<file path="src/rtl/ctrl_pkg.sv">
// Shared opcode map, ALUOp codes, select encodings and the ID/EX control bundle
// for the pipelined MIPS main-control unit.
package ctrl_pkg;

  localparam logic [5:0] OP_RTYPE  = 6'b000000;
  localparam logic [5:0] OP_REGIMM = 6'b000001;
  localparam logic [5:0] OP_J      = 6'b000010;
  localparam logic [5:0] OP_JAL    = 6'b000011;
  localparam logic [5:0] OP_BEQ    = 6'b000100;
  localparam logic [5:0] OP_BNE    = 6'b000101;
  localparam logic [5:0] OP_BLEZ   = 6'b000110;
  localparam logic [5:0] OP_BGTZ   = 6'b000111;
  localparam logic [5:0] OP_ADDI   = 6'b001000;
  localparam logic [5:0] OP_ADDIU  = 6'b001001;
  localparam logic [5:0] OP_SLTI   = 6'b001010;
  localparam logic [5:0] OP_SLTIU  = 6'b001011;
  localparam logic [5:0] OP_ANDI   = 6'b001100;
  localparam logic [5:0] OP_ORI    = 6'b001101;
  localparam logic [5:0] OP_XORI   = 6'b001110;
  localparam logic [5:0] OP_LUI    = 6'b001111;
  localparam logic [5:0] OP_MUL    = 6'b011100;
  localparam logic [5:0] OP_LB     = 6'b100000;
  localparam logic [5:0] OP_LH     = 6'b100001;
  localparam logic [5:0] OP_LW     = 6'b100011;
  localparam logic [5:0] OP_LBU    = 6'b100100;
  localparam logic [5:0] OP_LHU    = 6'b100101;
  localparam logic [5:0] OP_SB     = 6'b101000;
  localparam logic [5:0] OP_SH     = 6'b101001;
  localparam logic [5:0] OP_SW     = 6'b101011;

  localparam logic [5:0] ALU_RTYPE = 6'b000010;
  localparam logic [5:0] ALU_BGEZ  = 6'b100001;
  localparam logic [5:0] ALU_BEQ   = 6'b100010;
  localparam logic [5:0] ALU_BNE   = 6'b100011;
  localparam logic [5:0] ALU_BLEZ  = 6'b100100;
  localparam logic [5:0] ALU_BGTZ  = 6'b100101;
  localparam logic [5:0] ALU_LUI   = 6'b100110;
  localparam logic [5:0] ALU_ADDU  = 6'b001000;
  localparam logic [5:0] ALU_ADDI  = 6'b000100;
  localparam logic [5:0] ALU_SLTI  = 6'b000110;
  localparam logic [5:0] ALU_SLTIU = 6'b001010;
  localparam logic [5:0] ALU_ANDI  = 6'b001001;
  localparam logic [5:0] ALU_ORI   = 6'b001011;
  localparam logic [5:0] ALU_XORI  = 6'b000111;
  localparam logic [5:0] ALU_MUL   = 6'b000101;

  localparam logic [2:0] LSEL_LW  = 3'b000;
  localparam logic [2:0] LSEL_LH  = 3'b001;
  localparam logic [2:0] LSEL_LB  = 3'b010;
  localparam logic [2:0] LSEL_LHU = 3'b011;
  localparam logic [2:0] LSEL_LBU = 3'b100;

  localparam logic [1:0] SSEL_SW = 2'b00;
  localparam logic [1:0] SSEL_SH = 2'b01;
  localparam logic [1:0] SSEL_SB = 2'b10;

  typedef enum logic [1:0] {
    RD_RT  = 2'b00,
    RD_RD  = 2'b01,
    RD_R31 = 2'b10
  } regdst_e;

  typedef struct packed {
    regdst_e     regdst;
    logic [5:0]  aluop;
    logic [2:0]  lsel;
    logic [1:0]  ssel;
    logic        jump;
    logic        branch;
    logic        memread;
    logic        memtoreg;
    logic        memwrite;
    logic        alusrc;
    logic        regwrite;
    logic        wrdatasel;
  } ctrl_bundle_t;

  localparam ctrl_bundle_t BUBBLE = ctrl_bundle_t'('0);

  function automatic ctrl_bundle_t load_ctrl(input logic [2:0] lsel);
    ctrl_bundle_t c;
    c          = BUBBLE;
    c.aluop    = ALU_ADDU;
    c.lsel     = lsel;
    c.memread  = 1'b1;
    c.memtoreg = 1'b1;
    c.alusrc   = 1'b1;
    c.regwrite = 1'b1;
    return c;
  endfunction

  function automatic ctrl_bundle_t store_ctrl(input logic [1:0] ssel);
    ctrl_bundle_t c;
    c          = BUBBLE;
    c.aluop    = ALU_ADDU;
    c.ssel     = ssel;
    c.memwrite = 1'b1;
    c.alusrc   = 1'b1;
    return c;
  endfunction

  // Immediate-operand ALU ops (including lui) write rt from ALU result.
  function automatic ctrl_bundle_t imm_ctrl(input logic [5:0] aluop);
    ctrl_bundle_t c;
    c          = BUBBLE;
    c.aluop    = aluop;
    c.alusrc   = 1'b1;
    c.regwrite = 1'b1;
    return c;
  endfunction

  function automatic ctrl_bundle_t branch_ctrl(input logic [5:0] aluop);
    ctrl_bundle_t c;
    c        = BUBBLE;
    c.aluop  = aluop;
    c.branch = 1'b1;
    return c;
  endfunction

endpackage

</file>
<file path="src/rtl/ctrl_decode.sv">
// Combinational main-control decode: opcode to control bundle, plus whether the
// instruction reads rt (used by load-use detection).
module ctrl_decode
  import ctrl_pkg::*;
(
  input  logic [5:0]   i_op,
  output ctrl_bundle_t o_ctrl,
  output logic         o_uses_rt
);

  always_comb begin
    o_ctrl    = BUBBLE;
    o_uses_rt = 1'b0;
    case (i_op)
      OP_RTYPE: begin
        o_ctrl.regdst   = RD_RD;
        o_ctrl.aluop    = ALU_RTYPE;
        o_ctrl.regwrite = 1'b1;
        o_uses_rt       = 1'b1;
      end
      OP_REGIMM: o_ctrl = branch_ctrl(ALU_BGEZ);
      OP_J:      o_ctrl.jump = 1'b1;
      OP_JAL: begin
        o_ctrl.regdst    = RD_R31;
        o_ctrl.jump      = 1'b1;
        o_ctrl.regwrite  = 1'b1;
        o_ctrl.wrdatasel = 1'b1;
      end
      OP_BEQ: begin
        o_ctrl    = branch_ctrl(ALU_BEQ);
        o_uses_rt = 1'b1;
      end
      OP_BNE: begin
        o_ctrl    = branch_ctrl(ALU_BNE);
        o_uses_rt = 1'b1;
      end
      OP_BLEZ:  o_ctrl = branch_ctrl(ALU_BLEZ);
      OP_BGTZ:  o_ctrl = branch_ctrl(ALU_BGTZ);
      OP_ADDI:  o_ctrl = imm_ctrl(ALU_ADDI);
      OP_ADDIU: o_ctrl = imm_ctrl(ALU_ADDU);
      OP_SLTI:  o_ctrl = imm_ctrl(ALU_SLTI);
      OP_SLTIU: o_ctrl = imm_ctrl(ALU_SLTIU);
      OP_ANDI:  o_ctrl = imm_ctrl(ALU_ANDI);
      OP_ORI:   o_ctrl = imm_ctrl(ALU_ORI);
      OP_XORI:  o_ctrl = imm_ctrl(ALU_XORI);
      OP_LUI:   o_ctrl = imm_ctrl(ALU_LUI);
      OP_MUL: begin
        o_ctrl.regdst   = RD_RD;
        o_ctrl.aluop    = ALU_MUL;
        o_ctrl.regwrite = 1'b1;
        o_uses_rt       = 1'b1;
      end
      OP_LB:  o_ctrl = load_ctrl(LSEL_LB);
      OP_LH:  o_ctrl = load_ctrl(LSEL_LH);
      OP_LW:  o_ctrl = load_ctrl(LSEL_LW);
      OP_LBU: o_ctrl = load_ctrl(LSEL_LBU);
      OP_LHU: o_ctrl = load_ctrl(LSEL_LHU);
      OP_SB: begin
        o_ctrl    = store_ctrl(SSEL_SB);
        o_uses_rt = 1'b1;
      end
      OP_SH: begin
        o_ctrl    = store_ctrl(SSEL_SH);
        o_uses_rt = 1'b1;
      end
      OP_SW: begin
        o_ctrl    = store_ctrl(SSEL_SW);
        o_uses_rt = 1'b1;
      end
      default: ;
    endcase
  end

endmodule

</file>
<file path="src/rtl/pipe_ctrl_unit.sv">
// ID/EX control register with load-use stall, branch/jump flush and
// multi-cycle multiply hold for the 5-stage MIPS pipeline.
module pipe_ctrl_unit
  import ctrl_pkg::*;
#(
  parameter int ALUOP_W    = 6,
  parameter int REG_W      = 5,
  parameter int MUL_CYCLES = 4
) (
  input  logic               Clk,
  input  logic               Rst,
  input  logic [5:0]         InstructionOp,
  input  logic [REG_W-1:0]   ID_Rs,
  input  logic [REG_W-1:0]   ID_Rt,
  input  logic [REG_W-1:0]   ID_Rd,
  input  logic               BranchTaken,
  output logic [1:0]         EX_RegDst,
  output logic [ALUOP_W-1:0] EX_ALUOp,
  output logic [2:0]         EX_Lsel,
  output logic [1:0]         EX_Ssel,
  output logic               EX_Jump,
  output logic               EX_Branch,
  output logic               EX_MemRead,
  output logic               EX_MemtoReg,
  output logic               EX_MemWrite,
  output logic               EX_ALUSrc,
  output logic               EX_RegWrite,
  output logic               EX_WriteDataSel,
  output logic [REG_W-1:0]   EX_DestReg,
  output logic               PCWrite,
  output logic               IFIDWrite,
  output logic               IFIDFlush,
  output logic               EXHold
);

  localparam int CNT_W = 4;

  ctrl_bundle_t     w_dec;
  logic             w_uses_rt;
  logic [REG_W-1:0] w_dest;
  logic             w_mul_busy;
  logic             w_load_use;

  ctrl_bundle_t     r_ctrl;
  logic [REG_W-1:0] r_dest;
  logic [CNT_W-1:0] r_cnt;

  ctrl_decode u_decode (
    .i_op      (InstructionOp),
    .o_ctrl    (w_dec),
    .o_uses_rt (w_uses_rt)
  );

  always_comb begin
    w_dest = ID_Rt;
    case (w_dec.regdst)
      RD_RD:   w_dest = ID_Rd;
      RD_R31:  w_dest = REG_W'(31);
      default: w_dest = ID_Rt;
    endcase
  end

  assign w_mul_busy = (r_cnt != '0);
  // A load writing $0 never produces a value anyone waits for.
  assign w_load_use = r_ctrl.memread && (r_dest != '0) &&
                      ((r_dest == ID_Rs) || (w_uses_rt && (r_dest == ID_Rt)));

  always_ff @(posedge Clk) begin
    if (Rst) begin
      r_ctrl <= BUBBLE;
      r_dest <= '0;
      r_cnt  <= '0;
    end else if (w_mul_busy) begin
      r_cnt <= r_cnt - CNT_W'(1);
    end else begin
      r_dest <= w_dest;
      if (BranchTaken || w_load_use) begin
        r_ctrl <= BUBBLE;
      end else begin
        r_ctrl <= w_dec;
        if (InstructionOp == OP_MUL) r_cnt <= CNT_W'(MUL_CYCLES - 1);
      end
    end
  end

  always_comb begin
    PCWrite   = 1'b1;
    IFIDWrite = 1'b1;
    IFIDFlush = 1'b0;
    EXHold    = 1'b0;
    if (Rst) begin
      PCWrite = 1'b1;
    end else if (w_mul_busy) begin
      EXHold    = 1'b1;
      PCWrite   = 1'b0;
      IFIDWrite = 1'b0;
    end else if (BranchTaken) begin
      IFIDFlush = 1'b1;
    end else if (w_load_use) begin
      PCWrite   = 1'b0;
      IFIDWrite = 1'b0;
    end else if (w_dec.jump) begin
      IFIDFlush = 1'b1;
    end
  end

  assign EX_RegDst       = r_ctrl.regdst;
  assign EX_ALUOp        = ALUOP_W'(r_ctrl.aluop);
  assign EX_Lsel         = r_ctrl.lsel;
  assign EX_Ssel         = r_ctrl.ssel;
  assign EX_Jump         = r_ctrl.jump;
  assign EX_Branch       = r_ctrl.branch;
  assign EX_MemRead      = r_ctrl.memread;
  assign EX_MemtoReg     = r_ctrl.memtoreg;
  assign EX_MemWrite     = r_ctrl.memwrite;
  assign EX_ALUSrc       = r_ctrl.alusrc;
  assign EX_RegWrite     = r_ctrl.regwrite;
  assign EX_WriteDataSel = r_ctrl.wrdatasel;
  assign EX_DestReg      = r_dest;

endmodule

</file>
<file path="config.mk">
export PLATFORM = sky130hd
export DESIGN_NAME = pipe_ctrl_unit
export DESIGN_NICKNAME = d
export VERILOG_FILES = /design/src/rtl/ctrl_pkg.sv /design/src/rtl/ctrl_decode.sv /design/src/rtl/pipe_ctrl_unit.sv
export SDC_FILE = /design/constraint.sdc
export NUM_CORES = 1
export LEC_CHECK = 0
export BUFFER_PORTS_ARGS = -buffer_cell sky130_fd_sc_hd__buf_2
export CORE_MARGIN = 2
export CORE_UTILIZATION = 50
export DETAILED_ROUTE_END_ITERATION = 6
export GPL_TIMING_DRIVEN = 1
export PLACE_DENSITY = 0.79
export SLEW_MARGIN = 20
export SYNTH_ARGS = -nofsm -noshare
export SYNTH_HDL_FRONTEND = slang
export SYNTH_SLANG_ARGS = --single-unit
export TNS_END_PERCENT = 100
</file>
<file path="constraint.sdc">
create_clock -name Clk -period 2.5 [get_ports Clk]
set_input_delay 0.25 -clock Clk [delete_from_list [all_inputs] [get_ports Clk]]
set_output_delay 0.25 -clock Clk [all_outputs]
set_load 0.005 [all_outputs]
</file>
==> impl_metrics.toml, run 1 <==
[timing]
fin_hold_ws_ps = 249
layout_min_cycle_time_ps = 2280
rsz0062_at_grt = "false"
maxClockFrequency_mhz = 439
timing.final.crit_share_pct = 91.2
final_report_setup_violation_count = 0
report.final.hold_viol_count = 0
fin_clk_skew_ps = 4.02
maxSlewViolCount = 0
final.setup.tns_ps = 0

[place]
routability_driven_placement_congestion_ratio = 0.883
detailedPlacementHpwl_mm = 3.04
buffers_added_on_ports = 52

[routing]
route.detailed.wl_per_inst_um = 13.4
drtAntennaViolNets = 0
drt_wl_total_mm = 4.15
drt-pass1-iter-count = 4
num_vias = 1715
drt_iter0_drc = 60
drc = 0
dr_vias_cell = 5.55

[floorplan]
std_cell_rows = 21
die_width_um = 62.3
chipHeight_um = 62.3
initial_utilization_pct = 51.4
pin_count = 54
coreArea_um2 = 3310
die_area_um2 = 3880

[yosys]
synth.lib_cells_used.distinct = 48
mappedNetlistNets = 248
ys.flop_type = "dfxtp_1"
post_synth.cell_area_avg_um2 = 7.73
postSynthCellCount = 220
synth_seq_cells = 28
yosysWarnings = 0
asyncSetResetFlopFracSynth_pct = 0
number_of_enable_flip_flop_cells_after_synthesis = 0
syn-cell-area_um2 = 1700
ys_seq_area_share_pct = 33.0

[global_route]
grt.total_usage_pct = 21.9
first_global_vias = 1551
grt_first_pass_wirelength_mm = 6.97
grt_max_degree = 21
antenna_found_initial = 0
globalRouteOverflowTotal = 0

[final_layout]
final_common_cell = "buf_2"
mostFrequentLayoutCells = "52 x buf_2, 37 x nand2_1, 26 x dfxtp_1"
nNetsFinal = 292
syn_to_final_growth_pct = 18.8
final_layout_size_suffix_gt1_share_pct = 28.9
n_antenna_cell = 0

[critical_path]
worstSetupPathType = "reg2out"
crit_slowest_cell = "dfxtp_2"
slowest_delay_ps = 390
crit_fanout = 7
worst_ep_required_time_ps = 2250
critical_path.endpoint_type = "output pin"
worstPathCellList = "xor2_1 > nor4_2 > o311ai_2 > a21o_2 > a21oi_1 > nor2_1 > buf_2"
worst-endpoint-arrival_ps = 2030
timing.reg2reg.setup_slack_ps = 490
critPathLaunchType = "flip-flop"

[clock_tree]
postCtsSetupBuffers = 0
clk-insertion-delay-late_ps = 330
cts.reportedPaths.clkPinSlew_ps = 160
cts_htree_levels = 1
master_cell_of_the_clock_root_buffer = "clkbuf_4"
clockBufferDepth = 2
clock-sinks = 28
clock_tree_from_tritoncts = "yes"
post_cts_hold_buffer_count = 0
total_clock_buffers_created_by_cts = 3

[min_path]
hold_class = "in2reg"

[power_and_ir_drop]
pwr_density_cell_nw_per_um2 = 709
power.total_w = 0.00143
power.ir.vdd_worst_mv = 0.431
power.static_leakage_nw = 0.882

[job]
drv_cap = 0

[run_status]
status = "finished clean"
-- state kept, by name, indices dropped and copies added (netlist names), 2 cells and up --
signal      flops
EX_ALUOp        5
EX_DestReg      5
EX_Lsel         3
EX_RegDst       2
EX_Ssel         2
r_cnt           4
-- routing by layer --
metal / part of all wire, % / track usage, % / up-vias
met3: 6.6 / 3.62 / 8
met5: 0 / 0 / -
li1: - / - / 854
met2: 46 / 37.0 / 74
met1: 45 / 28.1 / 779
met4: 1.9 / 8.06 / 0
-- path summary, 6_finish.rpt --
check | cells past startpoint | start | to
setup reg to reg | 5 | EX_DestReg[3] | EX_Ssel[0]
setup / recovery | 7 | EX_DestReg[2] | IFIDFlush
hold reg to reg | 2 | EX_Lsel[1] | EX_Lsel[1]
hold / removal | 2 | InstructionOp[5] | EX_Branch
-- critical path: cells and delay by family (launching register included) --
kind / cells / cell delay (ps)
AOI/OAI and AO/OA: 3 / 630
xor gates and xnor gates: 1 / 170
and+or+nand+nor: 2 / 380
buffers and inverters: 1 / 130
DFF: 1 / 390
-- report_power, final --
part / internal [W] / total [W] / switching [W] / leakage (nW)
clock network: 0.000162 / 0.000301 / 0.000139 / 0.0279
logic: 0.000239 / 0.000551 / 0.000312 / 0.626
registers: 0.000511 / 0.000580 / 0.0000692 / 0.228
total: 0.000912 / 0.00143 / 0.000520 / 0.882
-- what timing repair did --
| action | 4_1_cts | 5_1_grt |
|---|---|---|
| endpoints found under the hold margin | 0 | 0 |
| setup endpoints to repair | 0 | 1 |
| resized for setup | 0 | 4 |
-- layout make-up --
cell class              instances  area, µm²
inverters                       6       22.5
clock buffers                   3       22.5
repair buffers                 56        290
multi-input cells             169       1030
flip-flops and latches         28        563
clock inverters                 1       30.0
fillers                       321       1290
well taps                      46       57.6
-- kinds of logic after synthesis --
kind of cell	after synthesis	synth area share (%)
simple gates	88	24.4
compound gates	63	26.0
flops	28	33.0
buf+inv	23	6.62
xor+xnor	12	6.18
fa+ha+maj	4	2.94
other cells	1	0.221
mux	1	0.662
-- Yosys cell counts, types with 2 or more instances --
master	number	area, µm²
o21ai_0	16	80.1
buf_6	2	22.5
ha_1	4	50.1
a21oi_1	19	95.1
nor3_1	7	35.0
o32ai_1	3	26.3
inv_1	6	22.5
a32o_1	4	40.0
nor3b_1	2	15.0
o31ai_2	3	37.5
o31ai_1	2	15.0
nor2_1	15	56.3
a211oi_1	2	15.0
xor2_1	7	61.3
nand3_1	10	50.1
buf_1	2	7.51
o21a_1	2	15.0
clkbuf_1	10	37.5
nor4_1	2	12.5
buf_4	3	22.5
dfxtp_1	28	561
nand2b_1	4	25.0
nand2_1	37	139
nor2b_1	2	12.5
xnor2_1	5	43.8
-- per-stage QoR --
step                cell area [µm²]  util (%)  worst slack (ps)  std cells
finish                         2020      61.0               220        309
global route                   2020      61.0              5.86        309
CTS                            2010      60.7              57.3        309
detailed placement             1960      59.1               328        305
global placement               1960      59.1               380        305
floorplan                      1700         -               387        220
No activity file was read; power rests on OpenSTA's default activity.
==> inputs of run 2 (changes only) <==
Settings changed: ABC_AREA from default to 1.
==> run 2 against run 1 <==
Fmax is 2.5% higher. Flip-flop and latch count stayed put. Final area is 0.99% lower. Largest power group unchanged. Final cell count is 13% higher.
==> impl_metrics.toml, run 2 <==
[final_layout]
final_layout_size_suffix_gt1_share_pct = 23.6
area_of_the_multi_input_gates_um2 = 923
final_common_cell = "nand2_1"
layout.filler_cells = 322
n_antenna_cell = 0
nNetsFinal = 334
ff_latch_area_um2 = 561
mostFrequentLayoutCells = "68 x nand2_1, 52 x buf_2, 36 x inv_1"
syn_to_final_growth_pct = 20.0

[timing]
timing.final.crit_share_pct = 89.0
rsz0062_at_grt = "false"
layout_min_cycle_time_ps = 2220
maxSlewViolCount = 0
fin_clk_skew_ps = 7.89
report.final.hold_viol_count = 0
maxClockFrequency_mhz = 450
final.setup.tns_ps = 0
final_report_setup_violation_count = 0
fin_hold_ws_ps = 175

[clock_tree]
cts_htree_levels = 1
post_cts_hold_buffer_count = 0
total_clock_buffers_created_by_cts = 3
post_cts_resize_count = 0
clk-insertion-delay-late_ps = 330
postCtsSetupBuffers = 0
clockBufferDepth = 2
master_cell_of_the_clock_root_buffer = "clkbuf_4"
cts.reportedPaths.clkPinSlew_ps = 150
clock_tree_from_tritoncts = "yes"
clock-sinks = 28

[yosys]
synth_largest_type_area_fraction_pct = 33.6
ys_seq_area_share_pct = 33.6
synth.lib_cells_used.distinct = 29
post_synth.cell_area_avg_um2 = 6.61
ys.flop_type = "dfxtp_1"
postSynthCellCount = 252
yosysMostFrequentCell = "nand2_1"
synth_commonest_cells = "68 x nand2_1, 36 x inv_1, 28 x dfxtp_1"
synth_top_cells_by_area = "dfxtp_1 34%, nand2_1 15%, inv_1 8.1%"
synth_seq_cells = 28
mappedNetlistNets = 280
syn-cell-area_um2 = 1670
synth.largest_area_cell = "dfxtp_1"
number_of_enable_flip_flop_cells_after_synthesis = 0
yosysWarnings = 0
asyncSetResetFlopFracSynth_pct = 0

[critical_path]
worstSetupPathType = "reg2out"
worstReg2RegEnd = "EX_ALUSrc"
r2r.worst_path.cells = 8
critical_path.endpoint_type = "output pin"
timing.reg2reg.setup_slack_ps = 600
critPathLaunchType = "flip-flop"
timing.rr.start = "r_cnt[0]"
worst_ep_required_time_ps = 2250
worst-endpoint-arrival_ps = 1970
crit_fanout = 10

[place]
routability_driven_placement_congestion_ratio = 0.957
buffers_added_on_ports = 52
detailedPlacementHpwl_mm = 3.08

[power_and_ir_drop]
power.ir.vdd_worst_mv = 0.283
swShare_pct = 38.9
share_clk_of_total_power_pct = 16.9
internal-power_w = 0.000818
pwr_density_cell_nw_per_um2 = 669
power_frac_comb_pct = 40.6
seqPwrFrac_pct = 42.5
power.static_leakage_nw = 1.02
switching_power_w = 0.000520

[job]
drv_cap = 0

[routing]
drc = 0
drt-pass1-iter-count = 4
drt_wl_total_mm = 3.88
drtAntennaViolNets = 0
route.detailed.wl_per_inst_um = 11.1
drt_iter0_drc = 110
num_vias = 1738
dr_vias_cell = 4.98

[global_route]
grt.total_usage_pct = 22.2
antenna_found_initial = 0
first_global_vias = 1514
globalRouteOverflowTotal = 0
grt_first_pass_wirelength_mm = 6.40
grt_max_degree = 16

[floorplan]
std_cell_rows = 20
coreArea_um2 = 3100
die_area_um2 = 3810
initial_utilization_pct = 53.7
pin_count = 54
die_width_um = 61.7
chipHeight_um = 61.7

[min_path]
hold_end = "EX_ALUOp[2]"
hold_class = "in2reg"
worstHoldStart = "Rst"
worst_hold_stages = 2

[run_status]
status = "finished clean"
## run 2: cell count changes after synthesis, moves of 4 or more
cell	delta
nand3_2	+4
clkbuf_1	-10
xor2_1	-6
inv_1	+30
a21oi_1	-13
o22ai_1	+6
nand3_1	+12
nand2b_1	-4
o21ai_0	+6
a32o_1	-4
nand2_1	+31
## run 2: metrics by stage
stage          instances  setup WS (ps)  power [W]  utilization (%)  area [µm²]
2_1_floorplan        252            748   0.000952                -        1670
3_3_place_gp         345            510    0.00112             63.3        1960
3_5_place_dp         345            417    0.00112             63.3        1960
4_1_cts              349            286    0.00134             64.5        2000
5_1_grt              349           67.5    0.00145             64.5        2000
6_report             349            276    0.00134             64.5        2000
## run 2: logic make-up (layout without fill, tap and decap cells)
kind of cell / after synthesis / count (layout) / synth area share [%]
adder cells (fa/ha/maj): 4 / 4 / 3.00
AND/OR/NAND/NOR: 128 / 128 / 34.8
buffers and inverters: 44 / 97 / 11.0
flip-flops: 28 / 28 / 33.6
AO/OA/AOI/OAI: 40 / 40 / 13.7
other: 1 / 1 / 0.225
XOR/XNOR: 7 / 7 / 3.68
## run 2: layout make-up
class / count / share of cell area (%)
inverter: 38 / 7.13
tap: 44 / 2.75
multi-input combinational: 180 / 46.2
sequential: 28 / 28.0
clock buffer: 4 / 1.81
timing repair buffer: 55 / 14.1
## run 2: worst max-delay path by stage
stage / startpoint / to / slack, ps / depth (start not counted)
floorplan: InstructionOp[4] / EX_DestReg[1] / 750 / 9
global placement: InstructionOp[2] / EX_DestReg[4] / 510 / 10
detailed placement: InstructionOp[2] / EX_DestReg[0] / 420 / 10
CTS: r_cnt[0] / EXHold / 290 / 6
global route: r_cnt[0] / EXHold / 70 / 6
finish: r_cnt[0] / EXHold / 280 / 6
## run 2: power groups by stage
stage / combinational (W) / sequential [W] / clock, W
final: 0.000543 / 0.000568 / 0.000226
after global routing: 0.000630 / 0.000577 / 0.000247
after CTS: 0.000547 / 0.000568 / 0.000225
after detailed placement: 0.000543 / 0.000579 / 0
after global placement: 0.000539 / 0.000577 / 0
after floorplan: 0.000379 / 0.000573 / 0
## run 2: critical path, stage by stage, from the launching register on
cell and delay (ps):
dfxtp_1 360, inv_1 70, ha_1 220, nand3_1 170
clkinv_1 290, nor2_1 360, buf_2 180
## run 2: metal layers
metal	GRT usage, %	wire, µm
met5	0	0
met4	6.99	42
met3	3.73	219
met2	38.2	1780
met1	28.5	1840
